`src/rtl/data_type_pkg.sv`:
```
// Shared data types and constants for the arithmetic units behind op_intf.
package data_type_pkg;

    localparam int unsigned DATA_WIDTH = 16;
    localparam int unsigned MODE_WIDTH = 2;

    localparam logic [15:0] BF16_QNAN = 16'h7FC0;
    localparam logic [7:0]  EXP_MAX   = 8'hFF;
    localparam int unsigned EXP_BIAS  = 127;

    typedef enum logic [1:0] {
        IDLE,
        MUL,
        NORM,
        DONE
    } mul_state_e;

    typedef enum logic [1:0] {
        CLS_NORMAL,
        CLS_ZERO,
        CLS_INF,
        CLS_NAN
    } op_class_e;

endpackage

```
`src/rtl/op_intf.sv`:
```
// Operand/result bundle between the operation mux (bus side) and an arithmetic unit.
interface op_intf #(
    parameter int unsigned EXP_WIDTH  = 8,
    parameter int unsigned FRAC_WIDTH = 7
);
    logic                  op1_sign;
    logic [EXP_WIDTH-1:0]  op1_exp;
    logic [FRAC_WIDTH-1:0] op1_frac;
    logic                  op2_sign;
    logic [EXP_WIDTH-1:0]  op2_exp;
    logic [FRAC_WIDTH-1:0] op2_frac;
    logic                  op3_sign;
    logic [EXP_WIDTH-1:0]  op3_exp;
    logic [FRAC_WIDTH-1:0] op3_frac;
    logic                  overflow;

    modport bus_side (
        output op1_sign, op1_exp, op1_frac,
        output op2_sign, op2_exp, op2_frac,
        input  op3_sign, op3_exp, op3_frac, overflow
    );

    modport unit_side (
        input  op1_sign, op1_exp, op1_frac,
        input  op2_sign, op2_exp, op2_frac,
        output op3_sign, op3_exp, op3_frac, overflow
    );
endinterface

```
`src/rtl/mant_shift_add.sv`:
```
// Iterative mantissa multiplier: one shift-add step per cycle over the multiplier bits.
module mant_shift_add #(
    parameter int unsigned MANT_WIDTH = 8
) (
    input  logic                  clk,
    input  logic                  rst,
    input  logic                  start,
    input  logic [MANT_WIDTH-1:0] mcand,
    input  logic [MANT_WIDTH-1:0] mplier,
    output logic [MANT_WIDTH:0]   prod_top,
    output logic                  done
);
    localparam int unsigned PROD_WIDTH = 2 * MANT_WIDTH;
    localparam int unsigned CNT_WIDTH  = $clog2(MANT_WIDTH);
    localparam logic [CNT_WIDTH-1:0] CNT_LAST = CNT_WIDTH'(MANT_WIDTH - 1);

    logic [MANT_WIDTH-1:0] mcand_q;
    logic [MANT_WIDTH-1:0] mplier_q;
    logic [PROD_WIDTH-1:0] acc;
    logic [CNT_WIDTH-1:0]  cnt;
    logic                  busy;

    always_ff @(posedge clk) begin
        if (rst) begin
            mcand_q  <= '0;
            mplier_q <= '0;
            acc      <= '0;
            cnt      <= '0;
            busy     <= 1'b0;
        end else if (start) begin
            mcand_q  <= mcand;
            mplier_q <= mplier;
            acc      <= '0;
            cnt      <= '0;
            busy     <= 1'b1;
        end else if (busy) begin
            if (mplier_q[cnt]) begin
                acc <= acc + ({{MANT_WIDTH{1'b0}}, mcand_q} << cnt);
            end
            if (cnt == CNT_LAST) begin
                busy <= 1'b0;
            end else begin
                cnt <= cnt + 1'b1;
            end
        end
    end

    // Only the bits normalization can select are exported; truncation discards the rest.
    assign prod_top = acc[PROD_WIDTH-1 -: MANT_WIDTH+1];
    assign done     = busy && (cnt == CNT_LAST);

endmodule

```
`src/rtl/bf16_mul_seq.sv`:
```
// Sequential bfloat16 multiplier: handshake in, shift-add mantissa product,
// normalize/classify, hold the result until the consumer takes it.
module bf16_mul_seq
    import data_type_pkg::*;
#(
    parameter int unsigned EXP_WIDTH  = 8,
    parameter int unsigned FRAC_WIDTH = 7
) (
    input  logic     clk,
    input  logic     rst,
    op_intf.unit_side op,
    input  logic     in_valid_i,
    output logic     in_ready_o,
    output logic     out_valid_o,
    input  logic     out_ready_i
);
    localparam int unsigned MANT_WIDTH = FRAC_WIDTH + 1;
    localparam int unsigned EW         = EXP_WIDTH + 2;
    localparam logic [EW-1:0] E_BIAS   = EW'((1 << (EXP_WIDTH - 1)) - 1);
    localparam logic [EW-1:0] E_ONES   = EW'((1 << EXP_WIDTH) - 1);

    function automatic op_class_e classify(input logic [EXP_WIDTH-1:0] e,
                                           input logic [FRAC_WIDTH-1:0] f);
        if (e == '0) return CLS_ZERO;
        if (e == '1) return (f == '0) ? CLS_INF : CLS_NAN;
        return CLS_NORMAL;
    endfunction

    mul_state_e state, state_nxt;

    logic                  start;
    logic                  mul_done;
    logic [MANT_WIDTH:0]   prod_top;

    logic                  sign_q;
    logic [EXP_WIDTH-1:0]  exp1_q, exp2_q;
    op_class_e             cls1_q, cls2_q;

    logic                  res_sign_q, res_sign_d;
    logic [EXP_WIDTH-1:0]  res_exp_q, res_exp_d;
    logic [FRAC_WIDTH-1:0] res_frac_q, res_frac_d;
    logic                  ovf_q, ovf_d;

    logic signed [EW-1:0]  e_sum;
    logic [FRAC_WIDTH-1:0] frac_n;
    logic                  any_nan, any_inf, any_zero;

    assign start = (state == IDLE) && in_valid_i;

    always_ff @(posedge clk) begin
        if (rst) begin
            state <= IDLE;
        end else begin
            state <= state_nxt;
        end
    end

    always_comb begin
        state_nxt   = state;
        in_ready_o  = 1'b0;
        out_valid_o = 1'b0;
        case (state)
            IDLE: begin
                in_ready_o = 1'b1;
                if (in_valid_i) state_nxt = MUL;
            end
            MUL:  if (mul_done) state_nxt = NORM;
            NORM: state_nxt = DONE;
            DONE: begin
                out_valid_o = 1'b1;
                if (out_ready_i) state_nxt = IDLE;
            end
            default: state_nxt = IDLE;
        endcase
    end

    always_ff @(posedge clk) begin
        if (rst) begin
            sign_q <= 1'b0;
            exp1_q <= '0;
            exp2_q <= '0;
            cls1_q <= CLS_NORMAL;
            cls2_q <= CLS_NORMAL;
        end else if (start) begin
            sign_q <= op.op1_sign ^ op.op2_sign;
            exp1_q <= op.op1_exp;
            exp2_q <= op.op2_exp;
            cls1_q <= classify(op.op1_exp, op.op1_frac);
            cls2_q <= classify(op.op2_exp, op.op2_frac);
        end
    end

    mant_shift_add #(
        .MANT_WIDTH(MANT_WIDTH)
    ) u_mant (
        .clk     (clk),
        .rst     (rst),
        .start   (start),
        .mcand   ({op.op1_exp != '0, op.op1_frac}),
        .mplier  ({op.op2_exp != '0, op.op2_frac}),
        .prod_top(prod_top),
        .done    (mul_done)
    );

    always_comb begin
        e_sum = $signed({2'b00, exp1_q}) + $signed({2'b00, exp2_q}) - $signed(E_BIAS)
              + $signed({{(EW-1){1'b0}}, prod_top[MANT_WIDTH]});
        frac_n = prod_top[MANT_WIDTH] ? prod_top[MANT_WIDTH-1 -: FRAC_WIDTH]
                                      : prod_top[FRAC_WIDTH-1:0];
        any_nan  = (cls1_q == CLS_NAN)  || (cls2_q == CLS_NAN);
        any_inf  = (cls1_q == CLS_INF)  || (cls2_q == CLS_INF);
        any_zero = (cls1_q == CLS_ZERO) || (cls2_q == CLS_ZERO);

        res_sign_d = sign_q;
        res_exp_d  = e_sum[EXP_WIDTH-1:0];
        res_frac_d = frac_n;
        ovf_d      = 1'b0;

        if (any_nan || (any_inf && any_zero)) begin
            res_sign_d = 1'b0;
            res_exp_d  = '1;
            res_frac_d = {1'b1, {(FRAC_WIDTH-1){1'b0}}};
        end else if (any_inf) begin
            res_exp_d  = '1;
            res_frac_d = '0;
        end else if (any_zero) begin
            res_exp_d  = '0;
            res_frac_d = '0;
        end else if (e_sum >= $signed(E_ONES)) begin
            res_exp_d  = '1;
            res_frac_d = '0;
            ovf_d      = 1'b1;
        end else if (e_sum[EW-1] || (e_sum == '0)) begin
            res_exp_d  = '0;
            res_frac_d = '0;
        end
    end

    always_ff @(posedge clk) begin
        if (rst) begin
            res_sign_q <= 1'b0;
            res_exp_q  <= '0;
            res_frac_q <= '0;
            ovf_q      <= 1'b0;
        end else if (state == NORM) begin
            res_sign_q <= res_sign_d;
            res_exp_q  <= res_exp_d;
            res_frac_q <= res_frac_d;
            ovf_q      <= ovf_d;
        end
    end

    assign op.op3_sign = res_sign_q;
    assign op.op3_exp  = res_exp_q;
    assign op.op3_frac = res_frac_q;
    assign op.overflow = ovf_q;

endmodule
```
`src/flat_wrapper.sv`:
```
// flat-port wrapper written by rule: the top's interface ports become plain ports
module bf16_mul_seq_flat import data_type_pkg::*;
#(
    parameter int unsigned EXP_WIDTH  = 8,
    parameter int unsigned FRAC_WIDTH = 7
)
  (clk, rst, in_valid_i, in_ready_o, out_valid_o, out_ready_i, op_op1_sign, op_op1_exp, op_op1_frac, op_op2_sign, op_op2_exp, op_op2_frac, op_op3_sign, op_op3_exp, op_op3_frac, op_overflow);
  op_intf #(.EXP_WIDTH(EXP_WIDTH), .FRAC_WIDTH(FRAC_WIDTH)) op_i ();
  input  logic clk;
  input  logic rst;
  input  logic in_valid_i;
  output logic in_ready_o;
  output logic out_valid_o;
  input  logic out_ready_i;
  input wire logic [$bits(op_i.op1_sign)-1:0] op_op1_sign;
  input wire logic [$bits(op_i.op1_exp)-1:0] op_op1_exp;
  input wire logic [$bits(op_i.op1_frac)-1:0] op_op1_frac;
  input wire logic [$bits(op_i.op2_sign)-1:0] op_op2_sign;
  input wire logic [$bits(op_i.op2_exp)-1:0] op_op2_exp;
  input wire logic [$bits(op_i.op2_frac)-1:0] op_op2_frac;
  output wire logic [$bits(op_i.op3_sign)-1:0] op_op3_sign;
  output wire logic [$bits(op_i.op3_exp)-1:0] op_op3_exp;
  output wire logic [$bits(op_i.op3_frac)-1:0] op_op3_frac;
  output wire logic [$bits(op_i.overflow)-1:0] op_overflow;
  assign op_i.op1_sign = op_op1_sign;
  assign op_i.op1_exp = op_op1_exp;
  assign op_i.op1_frac = op_op1_frac;
  assign op_i.op2_sign = op_op2_sign;
  assign op_i.op2_exp = op_op2_exp;
  assign op_i.op2_frac = op_op2_frac;
  assign op_op3_sign = op_i.op3_sign;
  assign op_op3_exp = op_i.op3_exp;
  assign op_op3_frac = op_i.op3_frac;
  assign op_overflow = op_i.overflow;
  bf16_mul_seq #(.EXP_WIDTH(EXP_WIDTH), .FRAC_WIDTH(FRAC_WIDTH)) u_core (.clk(clk), .rst(rst), .op(op_i), .in_valid_i(in_valid_i), .in_ready_o(in_ready_o), .out_valid_o(out_valid_o), .out_ready_i(out_ready_i));
endmodule
```
`config.mk`:
```
export PLATFORM = sky130hd
export DESIGN_NAME = bf16_mul_seq_flat
export DESIGN_NICKNAME = d
export VERILOG_FILES = /design/src/rtl/data_type_pkg.sv /design/src/rtl/op_intf.sv /design/src/rtl/mant_shift_add.sv /design/src/rtl/bf16_mul_seq.sv /design/src/flat_wrapper.sv
export SDC_FILE = /design/constraint.sdc
export NUM_CORES = 1
export LEC_CHECK = 0
export CAP_MARGIN = 20
export CORE_MARGIN = 2
export CORE_UTILIZATION = 55
export CTS_BUF_LIST = sky130_fd_sc_hd__clkbuf_8
export CTS_CLUSTER_SIZE = 40
export DETAILED_ROUTE_END_ITERATION = 6
export PLACE_DENSITY = 0.82
export SYNTH_ARGS = -nofsm -noshare
export SYNTH_HDL_FRONTEND = slang
export SYNTH_SLANG_ARGS = --single-unit
export TNS_END_PERCENT = 30
```
`constraint.sdc`:
```
create_clock -name clk -period 3.6 [get_ports clk]
set_input_delay 0.72 -clock clk [delete_from_list [all_inputs] [get_ports clk]]
set_output_delay 0.72 -clock clk [all_outputs]
set_load 0.005 [all_outputs]
```
Word level (Yosys, flattened, before mapping)

Index checks and enable logic that the tools add are counted.

Register bits: 76
Bits in latches: 0
Memory bits (writable): 0
Memory bits (read-only): 0
Input port bits: 36
Output and inout port bits: 19
Word-level logic and storage cells: 111
Memories kept: 0

Add/subtract/negate cells: 5
$mul: 0
Divide/modulo/power cells: 0
$lt $le $gt $ge: 2
Equality and inequality tests: 15
Shift-type cells: 1
Mux-type cells: 51
Bitwise operators: 2
Reductions and logical operators: 20

Operator list:

| operator                                                            | count |
|---|---|
| two-way mux 7 bit                                                   | 6 |
| two-way mux 8 bit                                                   | 5 |
| two-way mux 1 bit                                                   | 27 |
| two-way mux 2 bit                                                   | 11 |
| adder 16 bit                                                        | 1 |
| == test 8 bit (second input constant)                               | 2 |
| zero test 8 bit                                                     | 2 |
| nonzero test 8 bit                                                  | 2 |
| left shift 8 x 3 -> 16 bit                                          | 1 |
| zero test 7 bit                                                     | 2 |
| == test 2 bit (second input constant)                               | 6 |
| adder 10 x 2 -> 10 bit                                              | 1 |
| greater-or-equal comparator 10 x 9 -> 1 bit (second input constant) | 1 |
| zero test 10 bit                                                    | 1 |
| subtractor 10 x 8 -> 10 bit (second input constant)                 | 1 |
| adder 8 x 8 -> 9 bit                                                | 1 |
| one-hot mux 2 bit (4 select lines)                                  | 1 |
| == test 2 x 1 -> 1 bit (second input constant)                      | 3 |
| logical OR 1 bit                                                    | 5 |
| less-than comparator 3 x 4 -> 1 bit (second input constant)         | 1 |
| inequality test 2 bit (second input constant)                       | 2 |
| AND reduction 2 bit                                                 | 2 |
| adder 3 x 1 -> 3 bit (second input constant)                        | 1 |
| binary-select mux 1 bit (select 3 bit)                              | 1 |
| 8 further kinds                                                     | 10 |

Depth between registers and ports, before layout

Gate-level depths: netlist of the first run.

Depth after elaboration: 10
Mapped depth: 14

By module

From an unflattened synthesis of the first run, not the netlist that was laid out.

Cell total of the unflattened synthesis: 559
Area, all modules: 4723.3 sq um

By module, submodules not included:

| module         | instances | cells each | area an instance (sq um) |
|---|---|---|---|
| mant_shift_add | 1         | 283        | 2438.6 |
| bf16_mul_seq   | 1         | 276        | 2284.7 |

Worst setup path after synthesis of the first run

Ideal clock, no wire load.

Path type: flip-flop to flip-flop
Start: reg u_core.exp2_q[0]
End: reg u_core.res_frac_q[6] (netlist: u_core.op.op3_frac[6])
Setup time: 0.138 ns
Data arrival time: 2.785 ns
Data required time: 3.462 ns
Path slack: 0.677 ns
Cell stages (with the launch flop): 10
Buffers on the path: 0
Cells stage by stage: dfxtp_1 -> ha_1 -> fa_1 -> a211oi_2 -> or4b_1 -> o2111ai_4 -> or3_1 -> a2111o_1 -> o21ai_2 -> o32ai_1

Cells in the longest elaborated chain, start to end: 10
Elaborated cells between the ends (all ways): 11
Those cells by class: 3 x add/sub; 1 x order compare; 5 x mux; 2 x reduce/logical

RTL lines:

| item                                                                                | RTL line            | RTL |
|---|---|---|
| start: declaration                                                                  | bf16_mul_seq.sv:36  | `logic [EXP_WIDTH-1:0] exp1_q, exp2_q;` |
| start signal: assignment                                                            | bf16_mul_seq.sv:87  | `exp2_q <= op.op2_exp;` |
| adder 8 x 8 -> 9 bit *                                                              | bf16_mul_seq.sv:106 | `e_sum = $signed({2'b00, exp1_q}) + $signed({2'b00, exp2_q}) - $signed(E_BIAS)` |
| subtractor 10 x 8 -> 10 bit *                                                       | bf16_mul_seq.sv:106 |  |
| adder 10 x 2 -> 10 bit *                                                            | bf16_mul_seq.sv:107 | `+ $signed({{(EW-1){1'b0}}, prod_top[MANT_WIDTH]});` |
| branches (longest 3 deep; another with greater-or-equal comparator 10 x 9 -> 1 bit) | --                  |  |
| two-way mux 7 bit *                                                                 | bf16_mul_seq.sv:129 | `end else if (e_sum >= $signed(E_ONES)) begin` |
| two-way mux 7 bit *                                                                 | bf16_mul_seq.sv:126 | `end else if (any_zero) begin` |
| two-way mux 7 bit *                                                                 | bf16_mul_seq.sv:123 | `end else if (any_inf) begin` |
| two-way mux 7 bit *                                                                 | bf16_mul_seq.sv:119 | `if (any_nan \|\| (any_inf && any_zero)) begin` |
| end signal: assignment                                                              | bf16_mul_seq.sv:148 | `res_frac_q <= res_frac_d;` |
| end: declaration                                                                    | bf16_mul_seq.sv:41  | `logic [FRAC_WIDTH-1:0] res_frac_q, res_frac_d;` |

Every way passes the cells marked *.
A chain may end at the register's enable or synchronous reset.

Final worst setup path of the first run

Start: reg u_core.exp2_q[0]
End: reg u_core.res_frac_q[2] (netlist: u_core.op.op3_frac[2])

The elaborated chain is that of the path after synthesis.

==> results.sh, run 1 <==
export IMPL_status="complete, no violations"
export IMPL_drv_slew=0
export IMPL_numPlacedInstances=749
export IMPL_period_share_pct=91.70
export IMPL_root_buffer="clkbuf_8"
export IMPL_holdWs_ns=0.4629
export IMPL_drt_iter0_drc=337
export IMPL_powerDensity_mw_per_mm2=567.2
export IMPL_yosysUniqueCellTypes=70
export IMPL_arrival_ns=3.54
export IMPL_rsz0062_at_grt="no"
export IMPL_setup_viol=0
export IMPL_timing_setup_tns_ns=0
export IMPL_hold_violations=0
export IMPL_fmax_ghz=0.3029
export IMPL_placed_area_mm2=0.005488
export IMPL_num_rows=34
export IMPL_drt_total_wl_um=12030
export IMPL_firstDrtPassIters=5
export IMPL_die_h_um=97.88
export IMPL_dieArea_mm2=0.009580
export IMPL_drc=0
export IMPL_post_drt_wl_per_cell_um=15.73
export IMPL_ys_flop_type="dfxtp_1"
export IMPL_path_max_fanout=7
export IMPL_ctsResizeCount=0
export IMPL_endpoint_kind="flip-flop"
export IMPL_pin_count=55
export IMPL_wl_met1_um=5573
export IMPL_r2r_start="u_core.exp2_q[0]$_SDFFE_PP0P_"
export IMPL_synth_area_mm2=0.004847
export IMPL_cts_tree="done"
export IMPL_clock_skew_ns=0.01018
export IMPL_post_cts_buffers=0
export IMPL_endpoint="u_core.op.op3_frac[2]$_SDFFE_PP0P_"
export IMPL_die_w_um=97.88
export IMPL_required_ns=3.84
export IMPL_cts_buffers=9
export IMPL_grt_total_usage_pct=25.62
export IMPL_h_tree_depth=3
export IMPL_maxSlewHeadroom_pct=45.79
export IMPL_ant_nets=0
export IMPL_path_cells="ha_1 -> fa_1 -> a211oi_2 -> o211ai_2 -> nor4_4 -> xnor3_1 -> a22oi_2 -> o32ai_2 -> o41ai_1"
export IMPL_syn_to_final_growth_pct=17.81
export IMPL_ctsHoldBuffers=0
export IMPL_met3WireLength_um=647
export IMPL_tightestPinTransition_ns=0.8131
export IMPL_reg2reg_depth=9
export IMPL_cp_start_kind="flip-flop"
export IMPL_hpwl_um=9098
export IMPL_r2r_end="u_core.op.op3_frac[2]$_SDFFE_PP0P_"
export IMPL_min_period_ns=3.301
export IMPL_rrSetupSlack_ns=0.30
export IMPL_top_layer="met4"
export IMPL_critPathLaunch="u_core.exp2_q[0]$_SDFFE_PP0P_"
export IMPL_syn_num_nets=674
export IMPL_cts_sinks=76
export IMPL_port_buffers=54
export IMPL_synth_seq_area_share_pct=31.39
export IMPL_grt_pass1_vias=4425
export IMPL_synthesis_instances=605
export IMPL_start_util_pct=56.13
export IMPL_crit_type="reg2reg"
export IMPL_hp_class="reg2reg"
export IMPL_diodes=0
export IMPL_synth_area_per_cell_um2=8.012
export IMPL_grt_start_max_net_pins=37
export IMPL_final_cells=765
export IMPL_fin_nets=721
export IMPL_n_fill_cell=725
export IMPL_max_cap_violations=0
export IMPL_ys_ff_latch=76
export IMPL_dr_wl_met2_um=5628
export IMPL_drive_above_1_share_pct=7.610
export IMPL_leakagePower_uw=0.002239
export IMPL_viasPerCell=6.034
export IMPL_grt_antenna_before_repair=0
export IMPL_num_vias=4616
export IMPL_synth_edf_count=0
export IMPL_grt_overflow_total=0
export IMPL_gp_congestion=0.9365
export IMPL_slowest_stage="a211oi_2"
export IMPL_clock_latency_ns=0.35
export IMPL_core_area_mm2=0.008636
export IMPL_synthArstFlopShare_pct=0
export IMPL_stdcell_area_mm2=0.005710
export IMPL_synth_warnings=0
export IMPL_clock_path_buffers=2
export IMPL_path_clk_slew_ns=0.08
export IMPL_grt_pass1_wl_um=20530
export IMPL_cpPeakStageDelay_ns=0.48
export IMPL_p_total_uw=3239
export IMPL_peakVddDrop_uv=642.7
-- power by group --
group / internal [µW] / switching, µW / total, µW
logic: 587 / 793 / 1380
registers: 993 / 121 / 1110
clock network: 395 / 350 / 745
total: 1980 / 1260 / 3240
-- kinds of logic after synthesis --
group,share of synthesized area (%)
xor+xnor,4.233
fa+ha+maj,8.828
compound gates,23.59
flops,31.39
mux,5.963
simple gates,22.17
buf+inv,3.820
-- through the flow --
stage | util [%] | setup WS [ns]
detailed placement | 63.55 | 0.3700
finish | 66.13 | 0.2986
global placement | 63.55 | 0.4780
global route | 66.13 | 0.06405
CTS | 66.13 | 0.3260
floorplan | - | 0.6772
-- sequential cells by signal, summed over array words and instances (netlist names) --
signal,flops
u_core.state,2
u_core.u_mant.acc,16
u_core.op.overflow,1
u_core.u_mant.cnt,3
u_core.u_mant.mplier_q,8
u_core.u_mant.busy,1
u_core.cls2_q,2
u_core.u_mant.mcand_q,8
u_core.exp2_q,8
u_core.op.op3_sign,1
u_core.exp1_q,8
u_core.sign_q,1
u_core.cls1_q,2
u_core.op.op3_exp,8
u_core.op.op3_frac,7
-- area by class of cell --
type                       instances  area (µm²)  share of cell area [%]
clock buffer                       9       123.9                   2.169
tap                              108       135.1                   2.366
inverter                          20       75.07                   1.315
sequential                        76        1521                   26.64
timing repair buffer              64       615.6                   10.78
clock inverter                     7       98.84                   1.731
multi-input combinational        481        3141                   55.00
-- synth_stat cells, drive strengths merged, types with 10 or more instances --
cell / instances / area share [%]
nand2: 105 / 8.1
dfxtp: 76 / 31
nor2: 57 / 4.4
a21oi: 50 / 5.2
ha: 31 / 8.0
o21ai: 28 / 3.0
clkbuf: 25 / 1.9
mux2i: 21 / 4.3
inv: 20 / 1.5
xor2: 11 / 2.1
a31oi: 10 / 1.3
nand4: 10 / 1.3
nor3: 10 / 1.0
-- how the worst min path moves through the flow --
| stage | startpoint | to | slack, ns | cells after the start |
|---|---|---|---|---|
| after global placement | u_core.op.op3_frac[5]$_SDFFE_PP0P_ | u_core.op.op3_frac[5]$_SDFFE_PP0P_ | 0.44 | 2 |
| after floorplan | u_core.u_mant.mplier_q[7]$_SDFFE_PP0P_ | u_core.u_mant.mplier_q[7]$_SDFFE_PP0P_ | 0.42 | 1 |
| after global routing | u_core.u_mant.mplier_q[5]$_SDFFE_PP0P_ | u_core.u_mant.mplier_q[5]$_SDFFE_PP0P_ | 0.48 | 2 |
| final | u_core.u_mant.mplier_q[3]$_SDFFE_PP0P_ | u_core.u_mant.mplier_q[3]$_SDFFE_PP0P_ | 0.46 | 2 |
| after CTS | u_core.u_mant.mplier_q[1]$_SDFFE_PP0P_ | u_core.u_mant.mplier_q[1]$_SDFFE_PP0P_ | 0.46 | 2 |
| after detailed placement | u_core.op.op3_frac[0]$_SDFFE_PP0P_ | u_core.op.op3_frac[0]$_SDFFE_PP0P_ | 0.45 | 2 |
-- critical path: cells and delay by family (launching register included) --
family          cells  cell delay [ns]
xor+xnor            1             0.31
compound gates      5             1.49
simple gates        1             0.37
flops               1             0.33
fa+ha+maj           2             0.70
-- cells in the final DEF, fill, tap and decap left out, types with 8 or more instances in the layout --
cell,instances
nand2_1,105
a31oi_1,10
buf_4,10
clkbuf_8,9
mux2i_1,21
nor2_1,57
o21a_1,8
o21ai_0,27
clkdlybuf4s50_1,54
xnor2_1,9
a21oi_1,50
inv_1,20
nand4_1,10
a21o_1,8
nand3_1,9
ha_1,31
nor3_1,10
a211oi_1,8
dfxtp_1,76
xor2_1,10
-- metal layers --
metal / vias up / GRT usage, %
li1: 2281 / -
met1: 2163 / 34.95
met2: 158 / 42.10
met3: 14 / 3.436
met4: 0 / 8.440
met5: - / 0
Power figures use the tool's default switching activity.
==> run 2, diff against run 1 <==
- CORE_UTILIZATION: 55 -> 34
- PLACE_DENSITY: 0.82 -> 0.57
==> run 2 against run 1 <==
Sequential power is essentially flat; clock power grew 4.7%; combinational power about the same; flip-flop and latch count is the same; final cell count up 9.7%; highest routed layer unchanged.
==> results.sh, run 2 (synthesis results as in run 1) <==
export IMPL_crit_buf_inv=0
export IMPL_grt_antenna_before_repair=0
export IMPL_port_buffers=54
export IMPL_seqPwrFrac_pct=33.9
export IMPL_cts_buffers=9
export IMPL_cts_tree="done"
export IMPL_grt_start_max_net_pins=40
export IMPL_root_buffer="clkbuf_8"
export IMPL_start_util_pct=34.92
export IMPL_fin_nets=723
export IMPL_clock_skew_ns=0.01128
export IMPL_path_max_fanout=8
export IMPL_final_common_cell="nand2_1"
export IMPL_firstDrtPassIters=5
export IMPL_drv_slew=0
export IMPL_numPlacedInstances=823
export IMPL_drt_iter0_drc=170
export IMPL_reg2reg_depth=9
export IMPL_post_cts_buffers=0
export IMPL_core_area_mm2=0.01388
export IMPL_min_period_ns=3.290
export IMPL_period_share_pct=91.38
export IMPL_switching_share_pct=39.11
export IMPL_die_w_um=123.4
export IMPL_holdWs_ns=0.4567
export IMPL_final_cell_mix="105 x nand2_1, 76 x dfxtp_1, 57 x nor2_1"
export IMPL_ctsHoldBuffers=0
export IMPL_tightestPinTransition_ns=0.6971
export IMPL_hp_class="reg2reg"
export IMPL_setup_viol=0
export IMPL_p_int_uw=2006
export IMPL_whs_path_depth=2
export IMPL_largest_reg_flops=16
export IMPL_endpoint_kind="flip-flop"
export IMPL_status="complete, no violations"
export IMPL_maxSlewHeadroom_pct=53.04
export IMPL_num_vias=4452
export IMPL_p_comb_share_pct=42.4
export IMPL_path_clk_slew_ns=0.09
export IMPL_pin_count=55
export IMPL_arrival_ns=3.53
export IMPL_post_drt_wl_per_cell_um=15.05
export IMPL_required_ns=3.84
export IMPL_syn_to_final_growth_pct=20.16
export IMPL_cp_start_kind="flip-flop"
export IMPL_grt_overflow_total=0
export IMPL_path_cells="ha_1 -> fa_1 -> a211oi_2 -> or4b_1 -> o2111ai_4 -> or3_1 -> a2111o_1 -> o21ai_2 -> o32ai_1"
export IMPL_rsz0062_at_grt="no"
export IMPL_clock_path_buffers=2
export IMPL_cts_sinks=76
export IMPL_regMostFlops="u_core.u_mant.acc"
export IMPL_switching_power_uw=1288
export IMPL_h_tree_depth=3
export IMPL_hold_violations=0
export IMPL_timing_setup_tns_ns=0
export IMPL_viasPerCell=5.306
export IMPL_die_h_um=123.4
export IMPL_drt_total_wl_um=12630
export IMPL_grt_pass1_vias=4273
export IMPL_drive_above_1_share_pct=7.891
export IMPL_gp_congestion=0.8914
export IMPL_dieArea_mm2=0.01523
export IMPL_clock_latency_ns=0.37
export IMPL_max_cap_violations=0
export IMPL_grt_pass1_wl_um=21200
export IMPL_crit_type="reg2reg"
export IMPL_slowest_stage="a2111o_1"
export IMPL_drc=0
export IMPL_grt_total_usage_pct=17.68
export IMPL_ant_nets=0
export IMPL_cpPeakStageDelay_ns=0.51
export IMPL_fmax_ghz=0.3040
export IMPL_p_clk_share_pct=23.7
export IMPL_num_rows=43
export IMPL_hpwl_um=9821
export IMPL_powerDensity_mw_per_mm2=565.7
export IMPL_final_cells=839
export IMPL_cp_num_cells=9
export IMPL_peakVddDrop_uv=303.8
export IMPL_diodes=0
export IMPL_ctsResizeCount=0
export IMPL_critical_path_top_delay_family="compound AO/OA/AOI/OAI gates"
export IMPL_leakagePower_uw=0.002252
-- run 2: changes by cell type in the layout (fill, tap and decap cells not counted) --
| cell | previous run | this run |
|---|---|---|
| buf_4 | 10 | 12 |
| clkinv_2 | 1 | 0 |
| clkbuf_8 | 9 | 10 |
-- run 2: metrics by stage --
| step | area [µm²] | setup slack [ns] | total power [µW] | util (%) |
|---|---|---|---|---|
| finish | 5824 | 0.3103 | 3295 | 41.96 |
| global route | 5824 | 0.002108 | 3554 | 41.96 |
| CTS | 5824 | 0.2948 | 3323 | 41.96 |
| detailed placement | 5593 | 0.3428 | 2533 | 40.29 |
| global placement | 5593 | 0.4290 | 2508 | 40.29 |
| floorplan | 4847 | 0.6772 | 2058 | - |
-- run 2: metal layers --
layer  part of all wire (%)  global-route usage, %
met1                     52                  25.04
met3                    3.9                  2.675
met2                     43                  27.13
met4                    1.5                  6.463
met5                      0                      0
-- run 2: layout make-up --
| class | count | area, µm² |
|---|---|---|
| clock buffer | 10 | 137.6 |
| clock inverter | 6 | 93.84 |
| fill | 1442 | 8056 |
| inverter | 20 | 75.07 |
| multi-input combinational | 481 | 3141 |
| sequential | 76 | 1521 |
| tap | 180 | 225.2 |
| timing repair buffer | 66 | 630.6 |
-- run 2: power groups by stage --
| stage | combinational [µW] | clock, µW | sequential, µW |
|---|---|---|---|
| finish | 1400 | 780 | 1120 |
| global route | 1570 | 842 | 1140 |
| CTS | 1400 | 803 | 1120 |
| detailed placement | 1400 | 0 | 1140 |
| global placement | 1380 | 0 | 1130 |
| floorplan | 965 | 0 | 1090 |
-- run 2: final timing paths --
path                                          start  slack (ns)                                     end
max                   u_core.exp2_q[0]$_SDFFE_PP0P_        0.31      u_core.op.op3_frac[6]$_SDFFE_PP0P_
min          u_core.u_mant.mplier_q[4]$_SDFFE_PP0P_        0.46  u_core.u_mant.mplier_q[4]$_SDFFE_PP0P_
max reg2reg           u_core.exp2_q[0]$_SDFFE_PP0P_        0.31      u_core.op.op3_frac[6]$_SDFFE_PP0P_
min reg2reg  u_core.u_mant.mplier_q[4]$_SDFFE_PP0P_        0.46  u_core.u_mant.mplier_q[4]$_SDFFE_PP0P_
-- run 2: worst min-delay path, stage by stage, from the launching register on --
cell and delay [ns]:
dfxtp_1 0.31, nand2_1 0.05, a21oi_1 0.05
==> run 3, diff against run 2 <==
- CTS_BUF_LIST: sky130_fd_sc_hd__clkbuf_8 -> sky130_fd_sc_hd__clkbuf_4 sky130_fd_sc_hd__clkbuf_8 sky130_fd_sc_hd__clkbuf_16
- TNS_END_PERCENT: 30 -> 100
==> run 3 against run 2 <==
Fmax is 0.25% higher; sequential share of layout area is 0.45 points lower; non-clock buffer count stayed put; critical path depth stayed put; wire length hardly changed; count of clock-buffer cells in the layout stayed put.
==> results.sh, run 3 (synthesis results as in run 1) <==
export IMPL_status="complete, no violations"
export IMPL_final_cell_mix="105 x nand2_1, 76 x dfxtp_1, 57 x nor2_1"
export IMPL_leakagePower_uw=0.002298
export IMPL_diodes=0
export IMPL_post_cts_buffers=0
export IMPL_max_cap_violations=0
export IMPL_drv_slew=0
export IMPL_numPlacedInstances=823
export IMPL_drc=0
export IMPL_drt_iter0_drc=236
export IMPL_maxSlewHeadroom_pct=52.58
export IMPL_ctsResizeCount=0
export IMPL_fmax_ghz=0.3047
export IMPL_crit_type="reg2reg"
export IMPL_regMostFlops="u_core.u_mant.acc"
export IMPL_ctsHoldBuffers=0
export IMPL_post_drt_wl_per_cell_um=15.05
export IMPL_hold_violations=0
export IMPL_path_max_fanout=8
export IMPL_cp_start_kind="flip-flop"
export IMPL_powerDensity_mw_per_mm2=597.7
export IMPL_setup_viol=0
export IMPL_port_buffers=54
export IMPL_placed_area_mm2=0.005593
export IMPL_grt_total_usage_pct=17.71
export IMPL_arrival_ns=3.49
export IMPL_firstDrtPassIters=4
export IMPL_timing_setup_tns_ns=0
export IMPL_dieArea_mm2=0.01523
export IMPL_grt_pass1_wl_um=21250
export IMPL_grt_overflow_total=0
export IMPL_whs_path_depth=2
export IMPL_largest_reg_flops=16
export IMPL_stdcell_area_mm2=0.005926
export IMPL_drt_total_wl_um=12630
export IMPL_core_area_mm2=0.01388
export IMPL_path_clk_slew_ns=0.07
export IMPL_die_h_um=123.4
export IMPL_utilization_pct=42.69
export IMPL_clock_skew_ns=0.007561
export IMPL_cts_buffers=9
export IMPL_grt_start_max_net_pins=40
export IMPL_drive_above_1_share_pct=7.891
export IMPL_rsz0062_at_grt="no"
export IMPL_cts_tree="done"
export IMPL_fin_nets=723
export IMPL_reg2reg_depth=9
export IMPL_tightestPinTransition_ns=0.7039
export IMPL_hp_class="reg2reg"
export IMPL_final_cells=839
export IMPL_grt_pass1_vias=4271
export IMPL_h_tree_depth=3
export IMPL_peakVddDrop_uv=303.7
export IMPL_ant_nets=0
export IMPL_die_w_um=123.4
export IMPL_clock_path_buffers=2
export IMPL_grt_antenna_before_repair=0
export IMPL_num_vias=4456
export IMPL_root_buffer="clkbuf_16"
export IMPL_clock_latency_ns=0.35
export IMPL_syn_to_final_growth_pct=22.25
export IMPL_required_ns=3.81
export IMPL_viasPerCell=5.311
export IMPL_pin_count=55
export IMPL_min_period_ns=3.282
export IMPL_cts_sinks=76
export IMPL_num_rows=43
export IMPL_gp_congestion=0.8914
export IMPL_final_common_cell="nand2_1"
export IMPL_endpoint_kind="flip-flop"
export IMPL_period_share_pct=91.16
export IMPL_start_util_pct=34.92
export IMPL_hpwl_um=9821
-- run 3: cell counts in the layout (fill, tap and decap cells not counted) --
Identical to the previous run, type by type.
-- run 3: layout make-up --
type	count	area, µm²
clock inverter	6	93.84
multi-input combinational	481	3141
timing repair buffer	66	630.6
tap	180	225.2
fill	1422	7955
sequential	76	1521
inverter	20	75.07
clock buffer	10	239.0
-- run 3: final timing paths --
kind                                                             start                                     end  slack, ns
worst max-delay path                     u_core.exp2_q[0]$_SDFFE_PP0P_      u_core.op.op3_frac[6]$_SDFFE_PP0P_       0.32
worst min-delay path            u_core.u_mant.mplier_q[4]$_SDFFE_PP0P_  u_core.u_mant.mplier_q[4]$_SDFFE_PP0P_       0.45
worst max register to register           u_core.exp2_q[0]$_SDFFE_PP0P_      u_core.op.op3_frac[6]$_SDFFE_PP0P_       0.32
worst min register to register  u_core.u_mant.mplier_q[4]$_SDFFE_PP0P_  u_core.u_mant.mplier_q[4]$_SDFFE_PP0P_       0.45
-- run 3: report_power, final --
part	internal, µW	switching (µW)
clock	632	394
combinational	598	798
sequential	994	125
total	2220	1320
-- run 3: worst max-delay path: stages (launching register included) --
cell and delay, ns:
dfxtp_1 0.31, ha_1 0.23, fa_1 0.45, a211oi_2 0.48
or4b_1 0.24, o2111ai_4 0.18, or3_1 0.40, a2111o_1 0.51
o21ai_2 0.19, o32ai_1 0.14
-- run 3: stage by stage --
step / total power, µW / hold WS (ns) / setup WS (ns)
global route: 3801 / 0.4842 / 0.01500
floorplan: 2058 / 0.4210 / 0.6772
detailed placement: 2533 / 0.4479 / 0.3428
global placement: 2508 / 0.4466 / 0.4290
CTS: 3573 / 0.4572 / 0.3102
finish: 3542 / 0.4533 / 0.3184
-- run 3: metal layers --
metal	vias up	wire, µm	GRT usage, %
met4	0	206	6.676
met5	-	0	0
li1	2284	-	-
met3	12	509	2.399
met2	101	5485	27.30
met1	2059	6430	25.06
